<file path="config.mk">
export PLATFORM = sky130hd
export DESIGN_NAME = record_writer_flat
export DESIGN_NICKNAME = d
export VERILOG_FILES = /design/src/rtl/record_writer_if.sv /design/src/rtl/record_writer.sv /design/src/flat_wrapper.sv
export SDC_FILE = /design/constraint.sdc
export NUM_CORES = 1
export LEC_CHECK = 0
export CORE_ASPECT_RATIO = 1.1
export CORE_MARGIN = 2
export CORE_UTILIZATION = 55
export CTS_CLUSTER_SIZE = 8
export DETAILED_ROUTE_END_ITERATION = 10
export PLACE_DENSITY = 0.89
export SYNTH_ARGS = -nofsm -noshare
export SYNTH_HDL_FRONTEND = slang
export SYNTH_SLANG_ARGS = --single-unit
</file>
<file path="constraint.sdc">
create_clock -name clk -period 5.5 [get_ports clk]
set_input_delay 0.55 -clock clk [delete_from_list [all_inputs] [get_ports clk]]
set_output_delay 0.55 -clock clk [all_outputs]
set_load 0.03 [all_outputs]
</file>
<file path="src/rtl/record_writer_if.sv">
// Write channel from the song recorder to the note buffer.
// The master raises wr_valid with a stable address/data pair; the slave accepts with wr_ready.
interface record_writer_if #(
  parameter int ADDR_BITS = 6,
  parameter int DATA_BITS = 31
);
  logic                 wr_valid;
  logic                 wr_ready;
  logic [ADDR_BITS-1:0] wr_addr;
  logic [DATA_BITS-1:0] wr_data;

  modport master (output wr_valid, output wr_addr, output wr_data, input wr_ready);
  modport slave  (input wr_valid, input wr_addr, input wr_data, output wr_ready);
endinterface

</file>
<file path="src/rtl/record_writer.sv">
// Song recorder: turns hit-button edges into {octave, note, length, delta} buffer entries.
// A session opens when en rises, records up to DEPTH notes and closes with a one-cycle done.
// ADDR_BITS must equal log2(DEPTH); track is one bit wider so it can hold DEPTH itself.
module record_writer #(
  parameter int DEPTH      = 64,
  parameter int ADDR_BITS  = 6,
  parameter int CLOCK_BITS = 24
) (
  input  logic                  clk,
  input  logic                  rst,
  input  logic                  en,
  input  logic                  en_hit,
  input  logic                  oct_up,
  input  logic                  oct_down,
  input  logic [6:0]            note_key,
  input  logic [3:0]            length_key,
  input  logic [CLOCK_BITS-1:0] system_clock,
  record_writer_if.master       wr,
  output logic [ADDR_BITS:0]    track,
  output logic                  full,
  output logic                  done,
  output logic [1:0]            octave
);
  localparam int DATA_BITS = 2 + 3 + 2 + CLOCK_BITS;
  localparam logic [ADDR_BITS:0] TRACK_MAX = (ADDR_BITS + 1)'(DEPTH);

  typedef enum logic [1:0] {IDLE, ARM, WRITE, FULL} state_t;

  state_t                state_reg, state_next;
  logic                  hit_prev_reg, up_prev_reg, down_prev_reg;
  logic                  hit_rise, up_rise, down_rise;
  logic [ADDR_BITS:0]    track_reg, track_inc;
  logic [1:0]            octave_reg;
  logic [CLOCK_BITS-1:0] last_clock_reg;
  logic [ADDR_BITS-1:0]  addr_reg;
  logic [DATA_BITS-1:0]  data_reg;
  logic                  done_reg;
  logic [2:0]            note_code;
  logic [1:0]            length_code;
  logic                  arm_entry, capture, transfer, close;

  assign hit_rise  = en_hit   & ~hit_prev_reg;
  assign up_rise   = oct_up   & ~up_prev_reg;
  assign down_rise = oct_down & ~down_prev_reg;
  assign track_inc = track_reg + 1'b1;

  assign arm_entry = (state_reg == IDLE) && en;
  // A hit in the same cycle en drops is not recorded: en must still be high.
  assign capture   = (state_reg == ARM) && en && hit_rise;
  assign transfer  = (state_reg == WRITE) && wr.wr_ready;
  // Closing from WRITE waits for the pending transfer, then pulses done right after it.
  assign close     = (((state_reg == ARM) || (state_reg == FULL)) && !en) || (transfer && !en);

  // Lowest set switch wins; no note switch means a rest, no length switch means length 2.
  always_comb begin
    note_code   = 3'd0;
    length_code = 2'd2;
    for (int i = 6; i >= 0; i--) begin
      if (note_key[i]) note_code = 3'(i + 1);
    end
    for (int j = 3; j >= 0; j--) begin
      if (length_key[j]) length_code = 2'(j);
    end
  end

  // State register and the registered done pulse.
  always_ff @(posedge clk) begin
    if (rst) begin
      state_reg <= IDLE;
      done_reg  <= 1'b0;
    end else begin
      state_reg <= state_next;
      done_reg  <= close;
    end
  end

  // Next-state logic.
  always_comb begin
    state_next = state_reg;
    case (state_reg)
      IDLE:  if (en) state_next = ARM;
      ARM: begin
        if (!en)           state_next = IDLE;
        else if (hit_rise) state_next = WRITE;
      end
      WRITE: begin
        if (wr.wr_ready) begin
          if (!en)                         state_next = IDLE;
          else if (track_inc == TRACK_MAX) state_next = FULL;
          else                             state_next = ARM;
        end
      end
      FULL:  if (!en) state_next = IDLE;
      default: state_next = IDLE;
    endcase
  end

  // Outputs decoded from the state and the committed entry count.
  always_comb begin
    wr.wr_valid = (state_reg == WRITE);
    full        = (track_reg == TRACK_MAX);
  end

  assign wr.wr_addr = addr_reg;
  assign wr.wr_data = data_reg;
  assign track      = track_reg;
  assign octave     = octave_reg;
  assign done       = done_reg;

  // Edge detectors, octave register, entry capture and the committed-entry counter.
  always_ff @(posedge clk) begin
    if (rst) begin
      hit_prev_reg   <= en_hit;
      up_prev_reg    <= oct_up;
      down_prev_reg  <= oct_down;
      track_reg      <= '0;
      octave_reg     <= 2'd1;
      last_clock_reg <= '0;
      addr_reg       <= '0;
      data_reg       <= '0;
    end else begin
      hit_prev_reg  <= en_hit;
      up_prev_reg   <= oct_up;
      down_prev_reg <= oct_down;

      if (up_rise && !down_rise && (octave_reg != 2'd3)) begin
        octave_reg <= octave_reg + 2'd1;
      end else if (down_rise && !up_rise && (octave_reg != 2'd0)) begin
        octave_reg <= octave_reg - 2'd1;
      end

      if (arm_entry) begin
        track_reg      <= '0;
        last_clock_reg <= system_clock;
      end

      // Delta wraps modulo 2^CLOCK_BITS, so a plain subtraction is exact.
      if (capture) begin
        addr_reg       <= track_reg[ADDR_BITS-1:0];
        data_reg       <= {octave_reg, note_code, length_code, system_clock - last_clock_reg};
        last_clock_reg <= system_clock;
      end

      if (transfer) begin
        track_reg <= track_inc;
      end
    end
  end
endmodule

</file>
<file path="src/flat_wrapper.sv">
// flat-port wrapper written by rule: the top's interface ports become plain ports
module record_writer_flat 
#(
  parameter int DEPTH      = 64,
  parameter int ADDR_BITS  = 6,
  parameter int CLOCK_BITS = 24
)
  (clk, rst, en, en_hit, oct_up, oct_down, note_key, length_key, system_clock, track, full, done, octave, wr_wr_valid, wr_wr_addr, wr_wr_data, wr_wr_ready);
  record_writer_if #(.ADDR_BITS(ADDR_BITS), .DATA_BITS((2 + 3 + 2 + (24)))) wr_i ();
  input  logic clk;
  input  logic rst;
  input  logic en;
  input  logic en_hit;
  input  logic oct_up;
  input  logic oct_down;
  input  logic [6:0] note_key;
  input  logic [3:0] length_key;
  input  logic [CLOCK_BITS-1:0] system_clock;
  output logic [ADDR_BITS:0] track;
  output logic full;
  output logic done;
  output logic [1:0] octave;
  output wire logic [$bits(wr_i.wr_valid)-1:0] wr_wr_valid;
  output wire logic [$bits(wr_i.wr_addr)-1:0] wr_wr_addr;
  output wire logic [$bits(wr_i.wr_data)-1:0] wr_wr_data;
  input wire logic [$bits(wr_i.wr_ready)-1:0] wr_wr_ready;
  assign wr_wr_valid = wr_i.wr_valid;
  assign wr_wr_addr = wr_i.wr_addr;
  assign wr_wr_data = wr_i.wr_data;
  assign wr_i.wr_ready = wr_wr_ready;
  record_writer #(.DEPTH(DEPTH), .ADDR_BITS(ADDR_BITS), .CLOCK_BITS(CLOCK_BITS)) u_core (.clk(clk), .rst(rst), .en(en), .en_hit(en_hit), .oct_up(oct_up), .oct_down(oct_down), .note_key(note_key), .length_key(length_key), .system_clock(system_clock), .wr(wr_i), .track(track), .full(full), .done(done), .octave(octave));
endmodule
</file>
# After elaboration in Yosys (flattened, before gate mapping)
# Cells that the tools add are included.
# classes
n_addsub	4
multipliers	0
div_mod_pow	0
n_lt_le_gt_ge	0
eq_ne	10
shift	0
mux	25
n_bitwise	6
reduce_logical	21
# op_table
operator	count
24-bit 2-to-1 mux	2
24-bit subtractor	1
2-bit 2-to-1 mux	11
3-bit 2-to-1 mux	7
7-bit == test (second input constant)	2
7-bit 2-to-1 mux	2
1-bit logical AND	10
2-bit one-hot mux with 4 select lines	1
2-bit nonzero test	4
7-bit by 1-bit adder with 7-bit output (second input constant)	1
2-bit != test (second input constant)	3
2-bit == test (second input constant)	2
4-bit AND reduction	1
1-bit bitwise AND	3
1-bit logical NOT	3
3-bit by 2-bit != test with 1-bit output (second input constant)	1
1-bit inverter	3
2-bit by 1-bit adder with 2-bit output (second input constant)	1
2-bit by 1-bit == test with 1-bit output (second input constant)	1
2-bit logical NOT	1
1-bit logical OR	2
1-bit 2-to-1 mux	2
2-bit by 1-bit != test with 1-bit output (second input constant)	1
2-bit by 1-bit subtractor with 2-bit output (second input constant)	1
# totals
register_bits	76
latch_bits	0
ramBits	0
rom_bits	0
in_bits	42
mem_count	0

# Depth between registers and ports, before layout
# depth
word_depth	7
mapped_depth	10
depth_no_buf	10

# Worst setup path before layout
# OpenSTA, ideal clock, no wires.
# synth_path
kind	input -> register
startpoint	input port system_clock[0]
endpoint	register u_core.data_reg[20] (netlist: u_core.wr.wr_data[20])
setup_time_ps	120
arrival_ps	2407
required_time_ps	5380
path_slack_ps	2973
stages	10
n_path_buf	0
cell_sequence	inv_1 ha_1 inv_1 fa_1 a21o_1 a221oi_4 o22ai_2 a211oi_4 nor4_1 a211o_1
# synth_between
elab_chain_len	1
# synth_rtl
item	line	source
start, declared	flat_wrapper.sv:18	input logic [CLOCK_BITS-1:0] system_clock;
24-bit subtractor	record_writer.sv:140	data_reg <= {octave_reg, note_code, length_code, system_clock - last_clock_reg};
end signal, assigned	record_writer.sv:140	
end, declared	record_writer.sv:36	logic [DATA_BITS-1:0] data_reg;
# Every way passes these cells.
# A chain may end at the register's enable or synchronous reset.

# Final worst setup path
# layout_path
startpoint	input port en
endpoint	register u_core.data_reg[20] (netlist: u_core.wr.wr_data[20])
# layout_between
elab_chain_len	2
# layout_rtl
item	line	source
start, declared	flat_wrapper.sv:12	input logic en;
1-bit logical AND (2 in a row)	record_writer.sv:49	assign capture = (state_reg == ARM) && en && hit_rise;
# Every way passes these cells.

==> results by group <==
STA
  • Worst slew pin tran: 1214 ps
  • Final Hold Fails: 0
  • Fmax: 0.3350 GHz
  • Max-slew violation count: 0
  • Period utilization: 0.5427
  • Clock Skew: 14.69 ps
  • Relative slew slack: 0.1909
  • Final period demand of the worst path: 2985 ps
  • RSZ-0062 raised after global routing: no
  • # setup viols final: 0
  • Setup_tns: 0 ps

GRT
  • First-pass GRT wire length: 18940 µm
  • Antenna violations before repair: 0
  • GR Util All Layers: 0.2714
  • Vias in the first global route: 4211
  • Pin count of the biggest net entering global routing: 64
  • Grt total ovfl: 0

Final layout
  • Diodes inserted: 0
  • Share of cells above drive strength 1: 0.03549
  • Final non-filler cell total: 756
  • Largest register FFs: 31
  • Area of the multi-input gates: 2601 µm²
  • Nets: 714
  • Layout area overhead: 25.06%
  • Layout fillers: 643
  • Storage cell area: 1521 µm²
  • Fin util: 0.6977

Yosys
  • Yosys reg bits: 76
  • Post-synth cell types: 55
  • Post-synthesis sequential area ratio: 0.3503
  • Post-synthesis compound-gate area fraction: 0.2478
  • Syn_nets: 642
  • Largest area contributor in the netlist: dfxtp_1
  • Post-synthesis mux area share: 0.009219
  • Ys Warns: 0
  • Syn Std Cell Area: 4343 µm²
  • Adder-Cell Fraction of Synth Area: 0.07952
  • Xor/xnor cell area share of the yosys netlist: 0.03227
  • Simple-gate share of the synthesized area: 0.2293
  • Async set-or-reset flop fraction in the synthesized netlist: 0
  • Post-synth EDFFs: 0
  • Avg Cell Area, Syn: 7.579 µm²
  • Share of the synthesized area in the top cell type: 0.3503
  • Top_reg_cell synth: dfxtp_1
  • Mapped Cells: 573
  • Synth area leaders: dfxtp_1, nand2_1, a21oi_1
  • Largest family of logic cells by synthesized area: compound AO/OA/AOI/OAI gates

Clock network
  • Setup repair bufs after CTS: 0
  • Inserted Clock Buffers: 9
  • Clock-pin slew on the worst setup and hold paths: 70 ps
  • Worst-Skew Late Latency: 350 ps
  • H-tree depth: 3
  • Post-CTS Resized: 0
  • Root Driver: clkbuf_8
  • Clock Sinks: 76
  • # hold bufs at CTS: 0
  • Max Root-Sink Buffers: 2
  • TritonCTS clock tree: yes

Setup path
  • Crit Path Max Fanout: 23
  • Setup crit end kind: register
  • CP Launch Type: input pin
  • Crit path DAT: 3210 ps
  • WP data required: 5730 ps
  • Critical Path Start: en
  • Worst r2r src: u_core.state_reg[0]
  • Setup CP Type: in2reg

Route
  • Vias after detailed routing: 4333
  • ANT nets after route: 0
  • DR pass1 iterations: 5
  • DRC: 0
  • Routed WL: 11430 µm
  • DRT iter0 DRCs: 309
  • Post-DR vias/cell: 5.731
  • WL/cell: 15.12 µm

Floorplanning
  • Core Area: 7785 µm²
  • FP Rows: 34
  • Chip width: 88.73 µm
  • Starting density of the core: 0.5579
  • DIE AREA: 8624 µm²
  • I/O pin total: 91
  • Chip Height: 97.20 µm

Power and ir drop
  • Pwr Density: 233.4 nW/µm²
  • Worst VDD drop: 0.0001816 V
  • Leak: 2.065 nW

Placement
  • Buffers added on ports: 90
  • Post-DP HPWL: 8331 µm
  • Count of placed standard cells including taps: 742
  • Routability congestion estimate: 0.8848

Worst hold path
  • Hold WC Path Type: reg2reg
  • Hold path startpoint: u_core.last_clock_reg[6]

Run status
  • Status: completed

Run
  • Max Cap Violations: 0
## critical path, cell delays in order
cell             delay [ps]
clkdlybuf4s50_1         590
nor2b_1                 250
and3_1                  780
nor2_1                  450
a22o_1                  350
a211o_1                 220
## through the flow
| step | hold slack [ps] | total power [W] | setup slack (ps) | cell area [µm²] |
|---|---|---|---|---|
| 2_1_floorplan | 436.3 | 0.0008001 | 2973 | 4343 |
| 3_3_place_gp | 439.6 | 0.0008890 | 2326 | 5266 |
| 3_5_place_dp | 447.1 | 0.0008957 | 2207 | 5266 |
| 4_1_cts | 457.8 | 0.001268 | 2559 | 5431 |
| 5_1_grt | 477.1 | 0.001324 | 2402 | 5431 |
| 6_report | 455.8 | 0.001268 | 2515 | 5431 |
## worst paths after layout
| path | end | slack, ps | cells after the start |
|---|---|---|---|
| worst max register to register | u_core.wr.wr_data[20] | 3000 | 4 |
| worst min-delay path | u_core.last_clock_reg[6] | 460 | 2 |
| worst min register to register | u_core.last_clock_reg[6] | 460 | 2 |
| worst max-delay path | u_core.wr.wr_data[20] | 2520 | 6 |
## cell families after synthesis
| group | after synthesis |
|---|---|
| fa+ha+maj | 27 |
| compound gates | 169 |
| simple gates | 222 |
| flops | 76 |
| xor+xnor | 16 |
| buf+inv | 59 |
| mux | 4 |
## Yosys cell counts, types with 2 or more instances
library cell,n
nand2b_1,7
nand3_1,10
a21o_1,12
o21bai_1,4
and4_1,2
nand2_1,117
and3_1,16
xnor2_1,13
nor2_1,32
o21ai_0,29
clkbuf_1,26
dfxtp_1,76
a211oi_1,10
o31ai_1,2
a22oi_1,4
nand3b_1,2
nor3_1,17
xor2_1,3
nand4_1,5
a41oi_1,2
a311o_1,2
and2_1,2
a22o_1,2
mux2i_1,4
a31oi_1,4
nor3b_1,2
a21oi_1,75
or3_1,3
o211ai_1,2
o21ai_1,2
o21a_1,3
o41a_1,2
nor2b_1,4
buf_2,2
ha_1,26
inv_1,30
## layer usage
metal	vias to the layer above	routed length [µm]	track usage
met5	-	0	0
met4	0	309	0.1259
met3	24	561	0.03314
met2	157	5657	0.4558
met1	2013	4901	0.3385
li1	2139	-	-
## area by class of cell
cell class,instances,area share
Multi-Input combinational cell,438,0.4789
Sequential cell,76,0.2801
Timing Repair Buffer,90,0.1649
Clock buffer,10,0.02534
Tap cell,108,0.02488
Inverter,30,0.02073
Clock inverter,4,0.005068
## where the power goes
group / leakage, nW / switching (W) / internal [W]
logic: 1.37 / 0.000180 / 0.000127
clock network: 0.0762 / 0.000209 / 0.000170
registers: 0.619 / 0.0000131 / 0.000569
## placed cells by master (no fill, tap or decap), types with 3 or more instances in the layout
| cell type | netlist | routed |
|---|---|---|
| o21bai_1 | 4 | 4 |
| nand3_1 | 10 | 10 |
| clkbuf_8 | 0 | 10 |
| o21a_1 | 3 | 3 |
| a211oi_1 | 10 | 10 |
| ha_1 | 26 | 26 |
| dfxtp_1 | 76 | 76 |
| a31oi_1 | 4 | 4 |
| nand2b_1 | 7 | 7 |
| or3_1 | 3 | 3 |
| a21oi_1 | 75 | 74 |
| a21o_1 | 12 | 12 |
| nor2_1 | 32 | 32 |
| mux2i_1 | 4 | 4 |
| nor2b_1 | 4 | 4 |
| a22oi_1 | 4 | 4 |
| clkdlybuf4s50_1 | 0 | 89 |
| inv_1 | 30 | 30 |
| nor3_1 | 17 | 17 |
| xnor2_1 | 13 | 13 |
| clkinvlp_4 | 0 | 3 |
| nand2_1 | 117 | 117 |
| xor2_1 | 3 | 3 |
| o21ai_0 | 29 | 29 |
| and3_1 | 16 | 16 |
| nand4_1 | 5 | 5 |
Power figures use the tool's default switching activity.
